`src/rtl/event_capture_encoder.sv`:
```
// ============================================================================
// Module     : event_capture_encoder
// Description: Captures 8 event pulses into sticky pending bits, arbitrates
//              and emits one code/one-hot per valid/ready transfer.
//              Optional macro ROUND_ROBIN_EN selects rotating priority.
// Revision   : 1.0 - initial release
// ============================================================================
`default_nettype none

module event_capture_encoder #(
  parameter int N = 8,
  parameter int W = 3
) (
  input  logic         clk,
  input  logic         rst,
  input  logic         e,
  input  logic [N-1:0] evt_in,
  input  logic         out_ready,
  input  logic         ovf_clr,
  output logic         out_valid,
  output logic [W-1:0] out_code,
  output logic [N-1:0] out_onehot,
  output logic [N-1:0] pending,
  output logic [N-1:0] ovf
);

  typedef enum logic [0:0] {
    IDLE = 1'b0,
    HOLD = 1'b1
  } state_t;

  state_t       state, state_d;
  logic [N-1:0] pending_d, ovf_d, onehot_d;
  logic [N-1:0] load_mask, capture;
  logic [W-1:0] grant, code_d;
  logic         valid_d, handshake, load;

`ifdef ROUND_ROBIN_EN
  logic [W-1:0] ptr;
  logic [W-1:0] idx;
  logic         found;

  // Search downward from ptr, wrapping 0 -> N-1.
  always_comb begin
    grant = ptr;
    found = 1'b0;
    idx   = '0;
    for (int k = 0; k < N; k++) begin
      idx = ptr - W'(k);
      if (!found && pending[idx]) begin
        grant = idx;
        found = 1'b1;
      end
    end
  end

  always_ff @(posedge clk) begin
    if (rst) begin
      ptr <= '1;
    end else if (load) begin
      ptr <= grant - 1'b1;
    end
  end
`else
  // Later (higher) indices overwrite earlier ones, so the highest set bit wins.
  always_comb begin
    grant = '0;
    for (int i = 0; i < N; i++) begin
      if (pending[i]) grant = W'(i);
    end
  end
`endif

  always_comb begin
    handshake = out_valid & out_ready;
    load      = ((state == IDLE) || handshake) && (pending != '0);
    load_mask = load ? (N'(1) << grant) : '0;
    capture   = e ? evt_in : '0;

    // A fresh event on the line being loaded is a new request, not an overflow.
    pending_d = (pending & ~load_mask) | capture;
    ovf_d     = (ovf_clr ? '0 : ovf) | (capture & pending & ~load_mask);

    state_d  = state;
    valid_d  = out_valid;
    code_d   = out_code;
    onehot_d = out_onehot;

    case (state)
      IDLE: begin
        if (load) state_d = HOLD;
      end
      HOLD: begin
        if (handshake && !load) state_d = IDLE;
      end
      default: state_d = IDLE;
    endcase

    if (load) begin
      valid_d  = 1'b1;
      code_d   = grant;
      onehot_d = load_mask;
    end else if (handshake) begin
      valid_d  = 1'b0;
      onehot_d = '0;
    end
  end

  always_ff @(posedge clk) begin
    if (rst) begin
      state      <= IDLE;
      pending    <= '0;
      ovf        <= '0;
      out_valid  <= 1'b0;
      out_code   <= '0;
      out_onehot <= '0;
    end else begin
      state      <= state_d;
      pending    <= pending_d;
      ovf        <= ovf_d;
      out_valid  <= valid_d;
      out_code   <= code_d;
      out_onehot <= onehot_d;
    end
  end

endmodule

`default_nettype wire

```
`config.mk`:
```
export PLATFORM = sky130hd
export DESIGN_NAME = event_capture_encoder
export DESIGN_NICKNAME = d
export VERILOG_FILES = /design/src/rtl/event_capture_encoder.sv
export SDC_FILE = /design/constraint.sdc
export NUM_CORES = 1
export LEC_CHECK = 0
export ABC_AREA = 1
export CAP_MARGIN = 20
export CORE_MARGIN = 4
export CORE_UTILIZATION = 41
export DETAILED_ROUTE_END_ITERATION = 10
export PLACE_DENSITY = 0.72
export SYNTH_ARGS = -nofsm -noshare
export SYNTH_HDL_FRONTEND = slang
export SYNTH_SLANG_ARGS = --single-unit
```
`constraint.sdc`:
```
create_clock -name clk -period 2.9 [get_ports clk]
set_input_delay 0.29 -clock clk [delete_from_list [all_inputs] [get_ports clk]]
set_output_delay 0.29 -clock clk [all_outputs]
set_load 0.02 [all_outputs]
```
==> results by group <==
Status
  • Status: finished clean

CTS
  • Hold_buf cts: 0
  • Clock slew at reported path FFs: 0.09 ns
  • Post-CTS sizing: 0
  • CTS tree: built
  • Post-CTS Setup Bufs: 0
  • CTS buffer count: 5
  • Max Root-Sink Buffers: 2
  • Root Driver: clkbuf_4
  • Clk sink count: 29
  • Clock latency on the worst-skew pair: 0.33 ns
  • H-tree levels: 2

Routing
  • Via count: 1200
  • DRT Pass-1 Iters: 4
  • Routed WL per cell: 11.8 um
  • DRC errors left: 0
  • DR iter-0 viols: 34
  • DR vias/cell: 4.86
  • Post-route ant nets: 0
  • Final WL: 2910 um

Yosys
  • Synth area leaders: dfxtp_1 (45%), nand2_1 (12%), a21oi_1 (9.7%), nand3_2 (4.7%), nor2_1 (3.8%)
  • Post-synth net total: 172
  • Avg Synthesized Cell Area: 8.12 um2
  • Top cell type's share of synthesized area: 45.0%
  • Yosys top cell by area: dfxtp_1
  • Most common library cells after synthesis: nand2_1 (40), dfxtp_1 (29), a21oi_1 (25), nor2_1 (13), inv_1 (9)
  • Yosys Warn Count: 0
  • Post-synth cell types: 23
  • Synth Instances: 159
  • Main synth FF type: dfxtp_1
  • Yosys reg bits: 29
  • Post-synthesis async set-or-reset flop share: 0%
  • Number of synthesized flops with an enable pin: 0
  • Register area share after synthesis: 45.0%
  • Cell with the most instances after synthesis: nand2_1
  • Cell area after synthesis: 1290 um2

Timing
  • Final period util: 58.7%
  • Fin crit period: 1.70 ns
  • Setup TNS: 0 ns
  • Slew @ Worst Pin: 0.814 ns
  • Final worst slack: 1.20 ns
  • Fmax: 588 MHz
  • Max-slew headroom: 45.6%
  • Setup clock skew after layout: 0.00601 ns
  • Setup violators final: 0
  • Final Hold Vio Count: 0
  • RSZ-0062 raised after global routing: no
  • Max Transition Viols Final: 0

Worst setup path
  • Worst Path Max Fanout: 5
  • Buf/Inv on CP: 1
  • Startpoint types: register
  • FF-to-FF path depth: 7
  • Crit Path Class: reg2out
  • Crit path cell chain: clkdlybuf4s50_1
  • R2R Setup Slk: 1.47 ns
  • CP arrival: 1.41 ns
  • Critical Path RT: 2.61 ns
  • Crit end category: output pin
  • Slowest cell on the critical path: clkdlybuf4s50_1
  • Reg-to-reg startpoint: out_valid
  • CP peak stage delay: 0.64 ns
  • CP top delay family: buffers and inverters
  • Terminus of the critical flop-to-flop path: ovf[2]

GRT
  • Grt ovf: 0
  • First-pass GRT wire length: 4990 um
  • Total track usage: 15.6%
  • Largest net degree at the start of global routing: 22
  • Initial antenna violation count: 0
  • Vias in the first global route: 1157

Final layout
  • Fin nets: 215
  • Fin cells: 247
  • Layout cells sized above 1: 16.3%
  • Area delta synth->final: 38.5%
  • Footprint of the multi-input gates: 626 um2
  • # diodes: 0
  • Filler cell count: 298
  • Storage element area: 581 um2

Floorplanning
  • Die ar.: 4110 um2
  • Standard-cell rows: 20
  • Core area: 3030 um2
  • Die W: 64.1 um
  • Starting Density: 42.6%
  • Die Span Y: 64.1 um
  • I/O pin cnt: 41

Power
  • Power Density: 538 nW/um2
  • Lkg Pwr: 0.678 nW
  • Peak supply drop: 265 uV

Min path
  • Worst Hold Path Cells: 2
  • HP Class: reg2reg
  • HP Start: out_code[1]
  • Hold Path End: out_code[1]

Placement
  • RePlAce Congestion: 0.849
  • Dpl cells: 239
  • Post-DP HPWL: 2260 um
  • PortBufs: 40
  • Post-place setup slack: 1.05 ns

Job
  • Max-cap viol count: 0
-- layout by cell type (no fill, tap or decap), types with 2 or more instances in the layout --
master	Yosys	routed
inv_2	4	4
inv_1	9	9
a21oi_2	3	3
nand2_2	2	2
clkdlybuf4s50_1	0	40
nand3_2	6	6
nand2_4	3	3
a21oi_1	25	25
nand2_1	40	40
dfxtp_1	29	29
nand3_1	8	8
nand4_1	4	4
nor2_1	13	13
clkbuf_8	0	2
clkbuf_4	0	5
nor2_4	2	2
-- power by group --
part / switching [mW] / total [mW] / internal, mW / leakage (nW)
Combinational: 0.138 / 0.238 / 0.100 / 0.400
Clock: 0.138 / 0.279 / 0.140 / 0.0413
Sequential: 0.0217 / 0.446 / 0.424 / 0.237
Total: 0.298 / 0.962 / 0.664 / 0.678
-- state kept, by name (all words and copies together) (netlist names) --
signal / cells
out_valid: 1
out_code: 3
state: 1
ovf: 8
pending: 8
out_onehot: 8
-- per-layer routing --
layer | routed length [um] | part of all wire [%] | vias to the layer above | global-route usage [%]
li1 | - | - | 606 | -
met1 | 1350 | 46 | 544 | 19.5
met2 | 1320 | 45 | 44 | 23.5
met3 | 197 | 6.8 | 6 | 7.56
met4 | 40 | 1.4 | 0 | 5.01
met5 | 0 | 0 | - | 0
-- how the worst max path moves through the flow --
| stage | slack [ns] | end | cells after the start | start |
|---|---|---|---|---|
| after floorplan | 1.53 | pending[2] | 7 | out_valid |
| after global placement | 1.14 | ovf[1] | 8 | out_ready |
| after detailed placement | 1.05 | ovf[2] | 8 | out_ready |
| after CTS | 1.19 | pending[7] | 1 | pending[7] |
| after global routing | 1.13 | pending[7] | 1 | pending[7] |
| final | 1.20 | pending[7] | 1 | pending[7] |
-- metrics by stage --
| step | hold slack [ns] | util (%) | area, um2 | power [mW] |
|---|---|---|---|---|
| after floorplan | 0.438 | - | 1290 | 0.614 |
| after global placement | 0.452 | 56.7 | 1720 | 0.693 |
| after detailed placement | 0.458 | 56.7 | 1720 | 0.695 |
| after CTS | 0.471 | 59.0 | 1790 | 0.969 |
| after global routing | 0.484 | 59.0 | 1790 | 1.01 |
| final | 0.467 | 59.0 | 1790 | 0.962 |
-- layout make-up --
cell class / instances / share of cell area, %
Multi-Input combinational cell: 112 / 35.0
Sequential cell: 29 / 32.5
Timing Repair Buffer: 41 / 22.8
Clock buffer: 7 / 3.64
Tap cell: 44 / 3.08
Inverter: 13 / 2.73
Clock inverter: 1 / 0.280
-- logic make-up after synthesis --
logic type	share of synthesized area (%)
AND/OR/NAND/NOR	35.3
buffers and inverters	6.59
AO/OA/AOI/OAI	13.2
flip-flops	45.0
Power figures use the tool's default switching activity.
